`config.mk`:
```
export PLATFORM = sky130hd
export DESIGN_NAME = fxp_divider
export DESIGN_NICKNAME = d
export VERILOG_FILES = /design/src/rtl/fxp_divider.sv
export SDC_FILE = /design/constraint.sdc
export NUM_CORES = 1
export LEC_CHECK = 0
export ABC_AREA = 1
export CORE_UTILIZATION = 45
export DETAILED_ROUTE_END_ITERATION = 16
export GPL_ROUTABILITY_DRIVEN = 0
export PLACE_DENSITY = 0.68
export SLEW_MARGIN = 20
export SYNTH_ARGS = -nofsm -noshare
export SYNTH_HDL_FRONTEND = slang
export SYNTH_SLANG_ARGS = --single-unit
```
`constraint.sdc`:
```
create_clock -name clk -period 3.48 [get_ports clk]
set_input_delay 0.522 -clock clk [delete_from_list [all_inputs] [get_ports clk]]
set_output_delay 0.522 -clock clk [all_outputs]
set_load 0.01 [all_outputs]
```
`src/rtl/fxp_divider.sv`:
```
// fxp_divider: multi-cycle unsigned fixed-point divider.
// Computes Q = (A << FRAC) / B by restoring division, one quotient bit per
// clock, behind a start/ready/valid handshake. Quotients too large for WIDTH
// bits saturate to all ones (ovf); a zero divisor yields all ones with dz set.
module fxp_divider #(
    parameter int WIDTH = 6,
    parameter int FRAC  = 3
) (
    input  logic             clk,
    input  logic             reset_l,
    input  logic             start,
    input  logic [WIDTH-1:0] A,
    input  logic [WIDTH-1:0] B,
    output logic             ready,
    output logic             valid,
    output logic [WIDTH-1:0] Q,
    output logic [WIDTH-1:0] R,
    output logic             ovf,
    output logic             dz
);

    // Number of restoring iterations: one per bit of the widened dividend.
    localparam int N     = WIDTH + FRAC;
    localparam int CNT_W = $clog2(N + 1);
    localparam logic [CNT_W-1:0] LAST_IT = CNT_W'(N - 1);

    typedef enum logic [1:0] {
        S_IDLE = 2'd0,
        S_CALC = 2'd1,
        S_DONE = 2'd2
    } state_t;

    state_t r_state;
    state_t w_state_next;

    // The dividend and quotient share one N-bit shift register: each
    // iteration consumes the dividend MSB and shifts a quotient bit into the
    // LSB, so after N iterations the register holds the full quotient.
    logic [N-1:0]     r_dq;
    logic [WIDTH-1:0] r_divisor;
    // Stored remainder is always below the divisor, so WIDTH bits suffice;
    // the WIDTH+1-bit working value exists only after the shift.
    logic [WIDTH-1:0] r_rem;
    logic [CNT_W-1:0] r_cnt;

    logic [WIDTH-1:0] r_q;
    logic [WIDTH-1:0] r_r;
    logic             r_ovf;
    logic             r_dz;

    logic [WIDTH:0]   w_rem_shift;
    logic             w_ge;
    logic [WIDTH-1:0] w_rem_sub;
    logic [WIDTH-1:0] w_rem_next;
    logic [N-1:0]     w_dq_next;
    logic             w_last;
    logic             w_div_zero;
    logic             w_ovf_next;

    // One restoring step: shift in the next dividend bit, subtract if it fits.
    always_comb begin
        w_rem_shift = {r_rem, r_dq[N-1]};
        w_ge        = (w_rem_shift >= {1'b0, r_divisor});
        // The true difference is below the divisor, so modulo-2^WIDTH
        // subtraction on the low bits is exact.
        w_rem_sub   = w_rem_shift[WIDTH-1:0] - r_divisor;
        w_rem_next  = w_ge ? w_rem_sub : w_rem_shift[WIDTH-1:0];
        w_dq_next   = {r_dq[N-2:0], w_ge};
        w_last      = (r_cnt == LAST_IT);
        w_div_zero  = (r_divisor == '0);
        w_ovf_next  = |w_dq_next[N-1 -: FRAC];
    end

    // State register.
    always_ff @(posedge clk or negedge reset_l) begin
        if (!reset_l) begin
            r_state <= S_IDLE;
        end else begin
            r_state <= w_state_next;
        end
    end

    // Next-state logic and handshake outputs decoded from the state.
    always_comb begin
        w_state_next = r_state;
        ready        = 1'b0;
        valid        = 1'b0;
        case (r_state)
            S_IDLE: begin
                ready = 1'b1;
                if (start) begin
                    w_state_next = S_CALC;
                end
            end
            S_CALC: begin
                // A zero divisor spends a single CALC cycle, then reports.
                if (w_div_zero || w_last) begin
                    w_state_next = S_DONE;
                end
            end
            S_DONE: begin
                valid        = 1'b1;
                w_state_next = S_IDLE;
            end
            default: begin
                w_state_next = S_IDLE;
            end
        endcase
    end

    // Datapath: latch operands on accept, iterate in CALC, publish results
    // on the edge that enters DONE.
    always_ff @(posedge clk or negedge reset_l) begin
        if (!reset_l) begin
            r_dq      <= '0;
            r_divisor <= '0;
            r_rem     <= '0;
            r_cnt     <= '0;
            r_q       <= '0;
            r_r       <= '0;
            r_ovf     <= 1'b0;
            r_dz      <= 1'b0;
        end else begin
            case (r_state)
                S_IDLE: begin
                    if (start) begin
                        r_dq      <= {A, {FRAC{1'b0}}};
                        r_divisor <= B;
                        r_rem     <= '0;
                        r_cnt     <= '0;
                        r_q       <= '0;
                        r_r       <= '0;
                        r_ovf     <= 1'b0;
                        r_dz      <= 1'b0;
                    end
                end
                S_CALC: begin
                    if (w_div_zero) begin
                        r_q   <= {WIDTH{1'b1}};
                        r_r   <= '0;
                        r_ovf <= 1'b0;
                        r_dz  <= 1'b1;
                    end else begin
                        r_rem <= w_rem_next;
                        r_dq  <= w_dq_next;
                        r_cnt <= r_cnt + 1'b1;
                        if (w_last) begin
                            r_q   <= w_ovf_next ? {WIDTH{1'b1}} : w_dq_next[WIDTH-1:0];
                            r_r   <= w_rem_next;
                            r_ovf <= w_ovf_next;
                        end
                    end
                end
                default: begin
                end
            endcase
        end
    end

    assign Q   = r_q;
    assign R   = r_r;
    assign ovf = r_ovf;
    assign dz  = r_dz;

endmodule

```
## Yosys cells after proc, flatten, opt, wreduce, memory -nomap -nowiden

Cells that the tools add are included.

| cells by class | value |
|---|---|
| add/subtract/negate cells | 2 |
| $lt $le $gt $ge | 1 |
| reduce and logical (&&, ||, !) cells | 10 |
| mux-type cells | 28 |
| equality and inequality tests | 8 |

Operators by type and width:

| kind | count |
|---|---|
| $mux W6 | 8 |
| $pmux W6 S2 | 3 |
| $mux W9 | 2 |
| $pmux W9 S2 | 1 |
| $reduce_and A3 Y1 | 3 |
| $mux W4 | 2 |
| $ne A2 B2 Y1 const B | 4 |
| $pmux W4 S2 | 1 |
| $ge A7 B6 Y1 | 1 |
| $logic_not A6 Y1 | 1 |
| $mux W1 | 6 |
| $sub A6 B6 Y6 | 1 |
| $add A4 B1 Y4 const B | 1 |
| $eq A4 B4 Y1 const B | 1 |
| $mux W2 | 2 |
| $pmux W1 S2 | 2 |
| $pmux W2 S2 | 1 |
| $reduce_and A2 Y1 | 2 |
| $ne A3 B3 Y1 const B | 1 |
| $reduce_or A3 Y1 | 1 |
| $eq A2 B1 Y1 const B | 1 |
| $eq A2 B2 Y1 const B | 1 |
| $logic_not A2 Y1 | 1 |
| $reduce_bool A2 Y1 | 1 |
| $logic_or A1 B1 Y1 | 1 |

| storage, ports and cells | value |
|---|---|
| output and inout port bits | 16 |
| bits of input ports | 15 |
| register bits | 41 |

## Depth between registers and ports, before layout

| depth | value |
|---|---|
| depth after elaboration | 5 |
| mapped depth | 12 |
| depth with buffers taken out | 12 |

## Worst setup path before layout

OpenSTA, ideal clock, no wires.

| path | value |
|---|---|
| kind | reg-to-reg |
| from | reg r_divisor[2] |
| to | reg r_r[3], in the netlist R[3] |
| arrival | 1.501 ns |
| path slack | 1.862 ns |
| buffers on the path | 1 |
| period minus slack after synthesis | 1.618 ns |
| cell stages (with the launch flop) | 12 |
| cells stage by stage | dfrtp_1 inv_1 ha_1 buf_2 a21oi_2 nand3_1 nand2_2 nand2_2 inv_2 nand2_1 nand3_1 nand2_1 |

| on the way | value |
|---|---|
| word-level cells in the longest chain between the ends | 5 |

RTL lines:

| what | RTL line | text |
|---|---|---|
| start: declaration | 40 | `logic [WIDTH-1:0] r_divisor;` |
| start signal: assignment | 116 | `r_divisor <= '0;` |
| start signal: assignment | 128 | `r_divisor <= B;` |
| $sub A6 B6 Y6 / $ge A7 B6 Y1 (equally long branches) | 66, 63 |  |
| $mux W6 | 67 | `w_rem_next = w_ge ? w_rem_sub : w_rem_shift[WIDTH-1:0];` |
| $mux W6 | 147 | `if (w_last) begin` |
| $mux W6 | 138 | `if (w_div_zero) begin` |
| $pmux W6 S2 | 124 | `case (r_state)` |
| end signal: assignment | 149 | `r_r <= w_rem_next;` |
| end: declaration | 47 | `logic [WIDTH-1:0] r_r;` |

Several ways; a longest one is shown, not always the timed one. The select of a mux whose other input is x is not followed.
A chain may end at the register's enable or synchronous reset.

## Worst setup path in the final report

| path | value |
|---|---|
| from | reg r_state[1] |
| to | out ready |

| on the way | value |
|---|---|
| word-level cells in the longest chain between the ends | 2 |

RTL lines:

| what | RTL line | text |
|---|---|---|
| start: declaration | 33 | `state_t r_state;` |
| start signal: assignment | 79 | `r_state <= w_state_next;` |
| $logic_not A2 Y1 | 88 | `case (r_state)` |
| $mux W1 | 88 |  |
| end: declaration | 14 | `output logic ready,` |

Every way passes these cells.

==> tab_implementation.tex <==
\begin{tabular}{lr}
\hline
Metric & Value \\
\hline
\multicolumn{2}{l}{\textbf{Route}} \\
\quad Vias after detailed routing & 1778 \\
\quad Detailed-routing wirelength on met1 & 2.27 mm \\
\quad Remaining design rule violation count & 0 \\
\quad Vias per cell & 4.95 \\
\quad Final ANT Viol Nets & 0 \\
\quad Max layer used & met4 \\
\quad Routed wl met3 & 170 um \\
\quad First-iteration detailed-routing DRC count & 117 \\
\quad Wirelength per Cell & 12.4 um \\
\quad Met2 layer wire length in the routed design & 1.95 mm \\
\quad Pre-antenna DRT Iters & 4 \\
\quad Routed wire length & 4.44 mm \\
\multicolumn{2}{l}{\textbf{CTS}} \\
\quad Post-CTS Repair Setup Buffers & 0 \\
\quad Clock tree from TritonCTS & yes \\
\quad CTS-repair resized insts & 0 \\
\quad Clk Tree Root Cell & sky130\_fd\_sc\_hd\_\_clkbuf\_8 \\
\quad Clk\_lat worst skew & 300 ps \\
\quad Number of buffers added to fix hold violations after cts & 0 \\
\quad Total clock sinks & 41 \\
\quad Clock H-tree levels & 2 \\
\quad Number of clock buffers inserted by TritonCTS & 5 \\
\quad CTS clock-pin slew for the worst setup and hold paths & 90 ps \\
\quad Max clock buf depth & 2 \\
\multicolumn{2}{l}{\textbf{STA}} \\
\quad Actual transition at the worst max-transition pin & 897 ps \\
\quad RSZ-0062 raised after global routing & no \\
\quad Worst path setup slack after routing & 1470 ps \\
\quad Final-report max-slew violation count & 0 \\
\quad Worst setup skew after layout & 9.60 ps \\
\quad Final worst path period share & 0.577 \\
\quad \# setup viols final & 0 \\
\quad Minimum period implied by the final worst setup slack & 2010 ps \\
\quad Final number of hold-violating endpoints & 0 \\
\quad Worst slew margin relative to its limit & 0.402 \\
\quad Summed negative setup slack over all endpoints & 0 ps \\
\quad Maximum achievable frequency & 498 MHz \\
\multicolumn{2}{l}{\textbf{Global route}} \\
\quad Vias in the first global route & 1609 \\
\quad Global-route wire length before repair & 7.74 mm \\
\quad Overall routing resource usage & 0.198 \\
\quad Initial antenna violation count & 0 \\
\quad Pin count of the biggest net entering global routing & 42 \\
\quad Global route overflow & 0 \\
\multicolumn{2}{l}{\textbf{Synthesis}} \\
\quad Mapped Area & 0.00219 sq mm \\
\quad YS warnings & 0 \\
\quad Sequential share of the synthesized area & 0.468 \\
\quad Average footprint of a synthesized cell & 8.06 sq um \\
\quad Largest area contributor in the synthesized netlist & sky130\_fd\_sc\_hd\_\_dfrtp\_1 \\
\quad Post-Syn Instances & 272 \\
\quad Fraction of post-synthesis cell area in the top cell type by area & 0.468 \\
\quad Leading post-synthesis cells by cell area & sky130\_fd\_sc\_hd\_\_dfrtp\_1 47\%, sky130\_fd\_sc\_hd\_\_nand2\_1 14\%, sky130\_fd\_sc\_hd\_\_inv\_1 6.2\%, sky130\_fd\_sc\_hd\_\_ha\_1 5.1\%, sky130\_fd\_sc\_hd\_\_nand3\_1 4.8\% \\
\quad Post-synth net total & 297 \\
\quad Total of flip-flops plus latches after synthesis & 41 \\
\quad Number of different library cells in the post-synthesis netlist & 34 \\
\multicolumn{2}{l}{\textbf{Worst setup path}} \\
\quad Register-to-Register Setup Slack & 1510 ps \\
\quad Setup CP Type & reg2out \\
\quad Type of element launching the critical path & flop \\
\quad Reg2reg end & R[5] \\
\quad CP Launch Point & r\_state[1] \\
\quad Critical Path End & ready \\
\quad Largest fanout on the critical path & 4 \\
\quad Highest cell delay on the worst timing path & 560 ps \\
\quad R2R cell count & 6 \\
\quad Setup crit end kind & primary output \\
\quad Cells along the critical path & nor2\_1 > clkdlybuf4s50\_1 \\
\quad Number of logic stages on the critical path including buffering & 2 \\
\quad Slowest stage cell, crit path & sky130\_fd\_sc\_hd\_\_clkdlybuf4s50\_1 \\
\quad Kind of cell with the highest combined delay on the critical path & buffers and inverters \\
\quad Critical path buffer and inverter count & 1 \\
\quad Required time worst endpoint & 2960 ps \\
\quad Arr. time, crit path & 1480 ps \\
\quad Startpoint of the worst register-to-register path & r\_state[1] \\
\multicolumn{2}{l}{\textbf{Place}} \\
\quad DP HPWL & 3.31 mm \\
\quad Placement Setup Slack & 1390 ps \\
\quad \# port buffers & 30 \\
\multicolumn{2}{l}{\textbf{Finish}} \\
\quad Leading cell types in the layout, fill and taps excluded & 81 x sky130\_fd\_sc\_hd\_\_nand2\_1, 41 x sky130\_fd\_sc\_hd\_\_dfrtp\_1, 36 x sky130\_fd\_sc\_hd\_\_inv\_1 \\
\quad Final layout net count & 329 \\
\quad Layout cell share with drive strength beyond 1 & 0.0852 \\
\quad Commonest non-fill, non-tap cell in the layout & sky130\_fd\_sc\_hd\_\_nand2\_1 \\
\quad Synth-to-Final Area Change & 20.2\% \\
\quad Antenna diode count & 0 \\
\multicolumn{2}{l}{\textbf{Power and ir drop}} \\
\quad Internal power of the cells & 1.42 mW \\
\quad Power density over cell area & 987 mW/mm\^{}2 \\
\quad Max IR drop VDD & 0.476 mV \\
\quad Clk network pwr share & 0.152 \\
\quad Leakage component of the power & 1.35 nW \\
\quad Switching power & 1.18 mW \\
\quad Sequential cell fraction of total power & 0.304 \\
\quad Switching share of total power & 0.454 \\
\quad Combinational share of power & 0.545 \\
\multicolumn{2}{l}{\textbf{Floorplan}} \\
\quad Die span in y & 71.8 um \\
\quad Die W & 71.8 um \\
\quad Starting density of the core & 0.467 \\
\quad Area inside the core boundary & 0.00469 sq mm \\
\quad Overall die area & 0.00516 sq mm \\
\quad IO Pins & 31 \\
\quad Number of rows created at floorplan & 25 \\
\multicolumn{2}{l}{\textbf{Outcome}} \\
\quad Result of the run & finished clean \\
\multicolumn{2}{l}{\textbf{Flow run}} \\
\quad Number of max-capacitance violations reported & 0 \\
\multicolumn{2}{l}{\textbf{Hold path}} \\
\quad Type of the worst min-delay path & in2async \\
\hline
\end{tabular}
## routing by layer
layer  up-vias  track usage
met5         -            0
met4         0       0.0588
met3         6       0.0478
met2        36        0.297
met1       809        0.287
li1        927            -
## synthesized netlist by cell type, drive strengths merged
cell,n
inv,41
nand2,85
or2,1
a22oi,2
dfrtp,41
nand3b,1
nor2,22
o211ai,4
ha,9
o22ai,2
fa,1
nor3,2
nand3,22
buf,4
xor2,2
o21ai,21
clkbuf,1
o31ai,1
nand4,1
a21oi,9
## state kept, by name (all words and copies together) (netlist names)
name       cells
R              6
r_dq           9
dz             1
ovf            1
r_state        2
r_divisor      6
r_rem          6
r_cnt          4
Q              6
## power by group through the flow
stage	combinational [mW]	clock (mW)	sequential, mW
3_3_place_gp	1.40	0	0.800
2_1_floorplan	1.03	0	0.804
3_5_place_dp	1.42	0	0.801
6_report	1.42	0.395	0.790
4_1_cts	1.43	0.402	0.793
5_1_grt	1.62	0.426	0.816
## per-stage QoR
step | area [sq um] | power (mW) | hold WS (ps) | cells | util
6_report | 2640 | 2.60 | 346 | 359 | 0.562
2_1_floorplan | 2190 | 1.83 | 226 | 272 | -
5_1_grt | 2640 | 2.86 | 429 | 359 | 0.562
4_1_cts | 2640 | 2.63 | 389 | 359 | 0.562
3_3_place_gp | 2520 | 2.20 | 468 | 351 | 0.538
3_5_place_dp | 2520 | 2.22 | 466 | 351 | 0.538
## cells by family after synthesis
| family | after synthesis | synth area share |
|---|---|---|
| buf+inv | 46 | 0.0873 |
| flops | 41 | 0.468 |
| xor+xnor | 2 | 0.00799 |
| compound gates | 39 | 0.110 |
| simple gates | 134 | 0.267 |
| fa+ha+maj | 10 | 0.0605 |
## how the worst min path moves through the flow
stage	start	end	slack [ps]	cells past startpoint
finish	reset_l	r_rem[4]	350	1
floorplan	reset_l	Q[0]	230	0
global route	reset_l	r_rem[4]	430	1
CTS	reset_l	r_rem[4]	390	1
global placement	Q[0]	Q[0]	470	2
detailed placement	Q[0]	Q[0]	470	2
## layout make-up
class,instances,area (sq um)
fill,443,2060
sequential,41,1030
multi-input combinational,185,976
timing repair buffer,30,295
inverter,41,159
clock buffer,5,68.8
tap,54,67.6
clock inverter,3,43.8
Power figures use the tool's default switching activity.
